[src/rtl/game_io_hub.sv]
// game_io_hub: kcpsm6 I/O hub for Tunnel Vision.
// Decodes processor port writes into display/game registers, muxes board
// inputs onto in_port, generates the level-dependent game tick and merges
// tick / collision / button edges into a masked, sticky, W1C interrupt status.
module game_io_hub #(
    parameter int         NUM_DIGITS = 4,
    parameter int         DIG_W      = 5,
    parameter int         CNT_W      = 26,
    parameter int         TICK_P0    = 10_000_000,
    parameter int         TICK_P1    = 4_000_000,
    parameter int         TICK_P2    = 2_000_000,
    parameter logic [7:0] VERSION    = 8'h02
) (
    input  logic                        clk,
    input  logic                        rst_n,
    input  logic [3:0]                  db_btns,
    input  logic [7:0]                  db_sw,
    input  logic [1:0]                  randomized_value,
    input  logic                        collision_detect,
    input  logic [7:0]                  port_id,
    input  logic [7:0]                  out_port,
    input  logic                        write_strobe,
    input  logic                        k_write_strobe,
    input  logic                        read_strobe,
    input  logic                        interrupt_ack,
    output logic [7:0]                  in_port,
    output logic                        interrupt,
    output logic [7:0]                  led,
    output logic [NUM_DIGITS*DIG_W-1:0] dig_flat,
    output logic [NUM_DIGITS-1:0]       dp,
    output logic [7:0]                  game_info
);

    logic [7:0]                  led_q, game_info_q, status_q, mask_q, in_port_q;
    logic [NUM_DIGITS*DIG_W-1:0] dig_q;
    logic [NUM_DIGITS-1:0]       dp_q;
    logic [CNT_W-1:0]            cnt_q, cnt_d, period_m1;
    logic [1:0]                  level, level_prev_q;
    logic                        coll_q, irq_q, irq_d, tick;
    logic [3:0]                  btns_q;
    logic [7:0]                  events, status_d, in_port_d;
    logic                        wr_status;

    // OUTPUTK and INPUT strobes carry no meaning here: reads have no side effects.
    logic unused_strobes;
    assign unused_strobes = k_write_strobe ^ read_strobe;

    assign level     = game_info_q[5:4];
    assign wr_status = write_strobe && (port_id == 8'h10);

    // Tick period for the current level (level 3 pauses and never uses it).
    always_comb begin
        case (level)
            2'd1:    period_m1 = CNT_W'(TICK_P1 - 1);
            2'd2:    period_m1 = CNT_W'(TICK_P2 - 1);
            default: period_m1 = CNT_W'(TICK_P0 - 1);
        endcase
    end

    // Tick counter next state: restart on level change, hold when paused, wrap with a tick.
    always_comb begin
        cnt_d = cnt_q;
        tick  = 1'b0;
        if (level != level_prev_q) begin
            cnt_d = '0;
        end else if (level != 2'd3) begin
            if (cnt_q == period_m1) begin
                cnt_d = '0;
                tick  = 1'b1;
            end else begin
                cnt_d = cnt_q + CNT_W'(1);
            end
        end
    end

    // Event merge, sticky status with W1C (a new event beats a same-cycle clear), interrupt request.
    always_comb begin
        events   = {5'b0, |(db_btns & ~btns_q), collision_detect & ~coll_q, tick};
        status_d = (status_q & ~(wr_status ? out_port : 8'h00)) | events;
        if (|(events & mask_q))
            irq_d = 1'b1;
        else if (interrupt_ack)
            irq_d = 1'b0;
        else
            irq_d = irq_q;
    end

    // Read mux; registered every cycle regardless of read_strobe.
    always_comb begin
        case (port_id)
            8'h00:   in_port_d = {4'b0, db_btns};
            8'h01:   in_port_d = db_sw;
            8'h02:   in_port_d = {7'b0, collision_detect};
            8'h0F:   in_port_d = {6'b0, randomized_value};
            8'h10:   in_port_d = status_q;
            8'h11:   in_port_d = mask_q;
            8'h12:   in_port_d = {6'b0, level};
            8'h13:   in_port_d = VERSION;
            default: in_port_d = 8'h00;
        endcase
    end

    // Processor-writable registers. Digit ports count down from the leftmost digit.
    always_ff @(posedge clk) begin
        if (!rst_n) begin
            led_q       <= 8'h00;
            dig_q       <= '0;
            dp_q        <= '0;
            game_info_q <= 8'h00;
            mask_q      <= 8'h01;
        end else if (write_strobe) begin
            if (port_id == 8'h02) led_q <= out_port;
            for (int k = 0; k < NUM_DIGITS; k++) begin
                if (port_id == 8'(3 + k))
                    dig_q[(NUM_DIGITS-1-k)*DIG_W +: DIG_W] <= out_port[DIG_W-1:0];
            end
            if (port_id == 8'h07) dp_q        <= out_port[NUM_DIGITS-1:0];
            if (port_id == 8'h09) game_info_q <= out_port;
            if (port_id == 8'h11) mask_q      <= out_port;
        end
    end

    // Tick counter, edge-detect history, status, interrupt and read data.
    always_ff @(posedge clk) begin
        if (!rst_n) begin
            cnt_q        <= '0;
            level_prev_q <= 2'd0;
            coll_q       <= 1'b0;
            btns_q       <= 4'h0;
            status_q     <= 8'h00;
            irq_q        <= 1'b0;
            in_port_q    <= 8'h00;
        end else begin
            cnt_q        <= cnt_d;
            level_prev_q <= level;
            coll_q       <= collision_detect;
            btns_q       <= db_btns;
            status_q     <= status_d;
            irq_q        <= irq_d;
            in_port_q    <= in_port_d;
        end
    end

    assign in_port   = in_port_q;
    assign interrupt = irq_q;
    assign led       = led_q;
    assign dig_flat  = dig_q;
    assign dp        = dp_q;
    assign game_info = game_info_q;

endmodule

[config.mk]
export PLATFORM = sky130hd
export DESIGN_NAME = game_io_hub
export DESIGN_NICKNAME = d
export VERILOG_FILES = /design/src/rtl/game_io_hub.sv
export SDC_FILE = /design/constraint.sdc
export NUM_CORES = 1
export LEC_CHECK = 0
export BUFFER_PORTS_ARGS = -buffer_cell sky130_fd_sc_hd__buf_2
export CAP_MARGIN = 15
export CORE_MARGIN = 2
export CORE_UTILIZATION = 49
export DETAILED_ROUTE_END_ITERATION = 10
export PLACE_DENSITY = 0.75
export SLEW_MARGIN = 20
export SYNTH_ARGS = -nofsm -noshare
export SYNTH_HDL_FRONTEND = slang
export SYNTH_SLANG_ARGS = --single-unit
export TNS_END_PERCENT = 100
[constraint.sdc]
create_clock -name clk -period 2 [get_ports clk]
set_clock_uncertainty 0.05 [all_clocks]
set_input_delay 0 -clock clk [delete_from_list [all_inputs] [get_ports clk]]
set_output_delay 0 -clock clk [all_outputs]
set_load 0.01 [all_outputs]
==> results of run 1 <==
-- critical path, cell delays in order, from the launching register on --
cell	delay [ns]
dfxtp_1	0.39
nand4_1	0.18
or4_4	0.56
or4_1	0.52
a211oi_1	0.24
-- final cells by class --
class                           instances  area, um^2
Clock buffer                           11         163
Inverter                                7        28.8
Sequential cell                        98        1970
Fill cell                             691        2950
Clock inverter                          5        88.8
Timing Repair Buffer                  142         951
Tap cell                              108         135
Multi-Input combinational cell        328        2350
-- report_power, final --
group	internal, mW	switching [mW]
Combinational	0.107	0.127
Clock	0.833	0.741
Sequential	1.96	0.00967
Total	2.90	0.877
-- worst paths after layout --
kind / start / slack (ns) / endpoint / cells past startpoint
max: cnt_q[7] / -0.03 / cnt_q[24] / 4
min: rst_n / 0.05 / status_q[4] / 3
max reg2reg: cnt_q[7] / -0.03 / cnt_q[24] / 4
min reg2reg: status_q[4] / 0.39 / status_q[4] / 2
-- routing by layer --
layer  wire length, um  global-route usage [%]  up-vias
met3               737                    5.37       16
met1              5330                    32.1     1850
li1                  -                       -     1906
met2              5450                    38.5      106
met4               184                    7.37        0
met5                 0                       0        -
-- stage by stage --
step / cells / TNS (ns) / instance area (um^2)
floorplan: 457 / 0 / 4340
global placement: 658 / 0 / 5060
detailed placement: 658 / -0.0755 / 5060
CTS: 695 / -0.00594 / 5540
global route: 699 / -1.68 / 5690
finish: 699 / -0.0597 / 5690
-- cell families after synthesis --
kind of cell / Yosys count / synth area share (%)
muxes: 45 / 10.7
AOI/OAI and AO/OA: 71 / 11.1
DFF: 98 / 45.4
adders and majority gates: 4 / 1.16
buffers and inverters: 31 / 2.90
xor gates and xnor gates: 15 / 3.04
and+or+nand+nor: 193 / 25.8
-- state kept, by name (all words and copies together) (netlist names), 4 cells and up --
signal	flops
dp	4
in_port	8
btns_q	4
status_q	8
led	8
mask_q	8
game_info	8
cnt_q	26
dig_flat	20
-- Yosys cell counts, types with 2 or more instances --
master	count	share of area, %
nand3_1	25	2.9
a21oi_1	7	0.81
o21ai_0	27	3.1
nor2_1	11	0.96
nand2b_1	5	0.72
buf_1	2	0.17
ha_1	4	1.2
nor4b_1	2	0.41
buf_2	4	0.46
nor2b_1	22	3.2
xor2_1	6	1.2
nand4_1	12	1.7
a32oi_1	2	0.41
clkbuf_1	17	1.5
and4b_1	4	0.93
and2_1	9	1.3
or4_1	3	0.52
a21boi_0	2	0.35
a22oi_1	4	0.70
a211oi_1	13	2.3
dfxtp_1	98	45
mux2_2	8	2.1
o31ai_1	2	0.35
nand2_1	47	4.1
nor3_1	19	2.2
xnor2_1	9	1.8
nor4_1	2	0.29
or3_1	11	1.6
o21a_1	3	0.52
inv_1	7	0.61
nand4b_1	3	0.61
mux2i_1	37	8.6
and4_1	4	0.81
-- timing repair --
action,in CTS,in global routing
buffers inserted,0,3
setup endpoints to repair,15,28
gates cloned,0,1
endpoints found under the hold margin,44,0
pin swaps,1,7
resized for setup,6,24
hold buffers,21,0
==> flow_summary.toml, run 1 <==
[route]
vias_per_cell = 5.55
wl_um = 11700
vias = 3878
drc = 0
avgRoutedWirePerCell_um = 16.7
drtIter0Drc = 184
drtAntennaViolNets = 0
drt_pass1_iterations = 4

[worst_setup_path]
end_kind = "flip-flop"
critical_path_arrival_ns = 2.27
cp_max_fo = 4
cp-start-kind = "flip-flop"
path_class = "reg -> reg"
worstPathRequired_ns = 2.24

[min_path]
hp-class = "in -> reg"

[yosys]
syn_area_um2 = 4320
synth_seq_cells = 98
synth_ff_type = "dfxtp_1"
synth_edf_count = 0
synthArstFlopShare_pct = 0
synth_area_per_cell_um2 = 9.45
yosysSeqAreaShare_pct = 45.4
ys_types = 59
yosys_warnings = 0
syn_nets = 498
syn_inst = 457

[cts]
cts.path.max_buffers = 2
htree_levels = 3
cts_made_buffers = 9
cts_tree = "yes"
clkTransAtPathRegs_ns = 0.11
root_buffer = "clkbuf_8"
clock_latency_ns = 0.37
cts_sinks = 98

[global_routing]
grt_pass1_vias = 3864
antenna_found_initial = 0
grt_max_degree = 49
grt_pass1_wl_um = 19000
grtUsageTotal_pct = 23.9
gr-total-overflow = 0

[power_and_ir_drop]
total_power_mw = 3.78
peakVddDrop_uv = 407
leakage_nw = 2.36
power.density_nw_per_um2 = 665

[place]
portBuffers = 83
dp.final_hpwl_um = 7800
globalplace.congestion = 0.863
place_ws_ns = -0.0505

[sta]
rsz0062_at_grt = "yes"
fin_ws_ns = -0.0265
finalHoldViolCount = 0
period_share_pct = 101
setup_viol = 5
slew_violations = 0
slew_headroom_pct = 56.7
post-route-min-period_ns = 2.03
hold_ws_ns = 0.0515
worst_slew_pin_slew_ns = 0.646
fmax_ghz = 0.493

[run]
max_cap_viol_count = 0

[die]
start_util_pct = 50.0
die_h_um = 97.9
ioPinCount = 86
die_width_um = 97.9
core-area_um2 = 8640
row_count = 34
die_area_um2 = 9580

[final_layout]
layout.nets = 627
mostFrequentLayoutCells = "dfxtp_1, buf_2, nand2_1"
drive_gt1_share_pct = 29.9
layout_commonest_cell = "dfxtp_1"
antennaDiodeCount = 0
final_util_pct = 65.8
area_growth_syn_to_layout_pct = 31.6

[outcome]
violations = "setup timing"
status = "complete, but fails checks"
Note: power is estimated with default switching activity, not from simulation.
==> run 2: changes to the inputs <==
--- a/config.mk
+++ b/config.mk
@@ -8,10 +8,9 @@
 export BUFFER_PORTS_ARGS = -buffer_cell sky130_fd_sc_hd__buf_2
 export CAP_MARGIN = 15
 export CORE_MARGIN = 2
-export CORE_UTILIZATION = 49
+export CORE_UTILIZATION = 59
 export DETAILED_ROUTE_END_ITERATION = 10
-export PLACE_DENSITY = 0.75
-export SLEW_MARGIN = 20
+export PLACE_DENSITY = 0.85
 export SYNTH_ARGS = -nofsm -noshare
 export SYNTH_HDL_FRONTEND = slang
 export SYNTH_SLANG_ARGS = --single-unit
==> constraint.sdc (replaced) <==
create_clock -name clk -period 2.4 [get_ports clk]
set_clock_uncertainty 0.05 [all_clocks]
set_input_delay 0 -clock clk [delete_from_list [all_inputs] [get_ports clk]]
set_output_delay 0 -clock clk [all_outputs]
set_load 0.01 [all_outputs]
==> flow_summary.toml, run 2 (same netlist as run 1, synthesis figures left out) <==
[final_layout]
n_fill_cell = 502
regMostFlops = "cnt_q"
mostFrequentLayoutCells = "dfxtp_1, buf_2, nand2_1"
layout.nets = 603
drive_gt1_share_pct = 23.3
layout_commonest_cell = "dfxtp_1"
largest_reg_flops = 26
area_growth_syn_to_layout_pct = 22.7

[worst_setup_path]
slowest_stage = "or4_1"
worstPathRequired_ns = 2.64
rrSetupSlack_ns = 0.12
path_cells = "ha_1 > nand4b_4 > or4_1 > or4_1 > a211oi_1"
path_class = "reg -> reg"
r2r_end = "cnt_q[24]"
critical_path_arrival_ns = 2.52
reg2reg_from = "game_info[5]"
critPathLaunch = "game_info[5]"
end_kind = "flip-flop"
slowest_delay_ns = 0.56
cp_common_cell = "or4_1"
cp_max_fo = 7
cp-start-kind = "flip-flop"
r2r_cells = 5

[die]
die_width_um = 89.6
die_area_um2 = 8020
ioPinCount = 86
core-area_um2 = 7180
die_h_um = 89.6
row_count = 31
start_util_pct = 60.2

[cts]
cts_made_buffers = 9
cts_setup_buffers = 0
clkTransAtPathRegs_ns = 0.12
cts.path.max_buffers = 2
htree_levels = 3
cts_tree = "yes"
root_buffer = "clkbuf_8"
cts_sinks = 98
clock_latency_ns = 0.38

[global_routing]
antenna_found_initial = 0
grtUsageTotal_pct = 28.7
grt_max_degree = 33
busiest_layer = "met2"
grt_pass1_vias = 3759
grt_pass1_wl_um = 17700
grt_use_met1_pct = 36.2
gr-total-overflow = 0
grt_use_met2_pct = 45.6
use_met3_pct = 6.67

[sta]
finalHoldViolCount = 0
setup_viol = 0
slew_violations = 0
worst_slew_pin_slew_ns = 0.700
finalSetupTns_ns = 0
rsz0062_at_grt = "no"
fin_ws_ns = 0.120
fmax_ghz = 0.439
post-route-min-period_ns = 2.28
slew_headroom_pct = 53.0
period_share_pct = 95.0

[route]
wl_um = 11300
drtAntennaViolNets = 0
drtIter0Drc = 226
avgRoutedWirePerCell_um = 17.0
vias_per_cell = 5.91
drt_pass1_iterations = 6
vias = 3945
drc = 0

[place]
globalplace.congestion = 0.896
portBuffers = 83
place_ws_ns = 0.115
dp.final_hpwl_um = 7240

[power_and_ir_drop]
peakVddDrop_uv = 349
power.density_nw_per_um2 = 565
leakage_nw = 2.17

[min_path]
hold_end = "mask_q[0]"
holdPathStages = 2
min-delay-start = "rst_n"
hp-class = "in -> reg"

[run]
max_cap_viol_count = 0

[outcome]
status = "complete, no violations"
==> run 2: how the worst max path moves through the flow <==
stage	depth (start not counted)	to	slack (ns)
6_report	5	cnt_q[24]	0.12
3_5_place_dp	5	cnt_q[25]	0.12
5_1_grt	5	cnt_q[24]	0.02
4_1_cts	5	cnt_q[25]	0.09
3_3_place_gp	5	cnt_q[25]	0.18
2_1_floorplan	6	cnt_q[22]	0.17
==> run 2: layout make-up <==
| class | instances | area [um^2] | share of cell area (%) |
|---|---|---|---|
| multi-input combinational | 328 | 2240 | 42.2 |
| tap | 99 | 124 | 2.34 |
| timing repair buffer | 118 | 733 | 13.8 |
| inverter | 7 | 26.3 | 0.496 |
| clock buffer | 10 | 138 | 2.60 |
| sequential | 98 | 1960 | 37.0 |
| antenna | 1 | 2.50 | 0.0472 |
| clock inverter | 6 | 76.3 | 1.44 |
==> run 2: layer usage <==
metal  vias to the layer above  share of wire [%]
met4                         0                3.8
met1                      1847                 42
li1                       1871                  -
met5                         -                  0
met3                        40                7.6
met2                       187                 47
==> run 2: timing repair <==
action	in CTS	in global routing
setup endpoints to repair	0	2
hold endpoints to repair	44	0
hold buffers	22	0
gates resized for setup	0	1
==> run 2: critical path, delay by kind of cell (launching register included) <==
family,cells,cell delay [ns]
and+or+nand+nor,3,1.30
DFF,1,0.33
adders and majority gates,1,0.26
AOI/OAI and AO/OA,1,0.25
==> run 2: power by group <==
part           internal, mW  switching, mW  total (mW)
clock                 0.533          0.629        1.16
sequential             1.64        0.00802        1.65
combinational        0.0822          0.103       0.185
total                  2.25          0.740        2.99
==> run 2: through the flow <==
stage	instances	cell area, um^2	total power [mW]	util, %	hold WS (ns)
6_report	667	5300	2.99	73.9	0.0178
5_1_grt	666	5300	3.08	73.8	0.0313
4_1_cts	666	5290	2.98	73.8	0.00204
3_5_place_dp	628	4860	1.84	67.7	0.176
3_3_place_gp	628	4860	1.83	67.7	0.172
2_1_floorplan	457	4320	1.77	-	0.0370
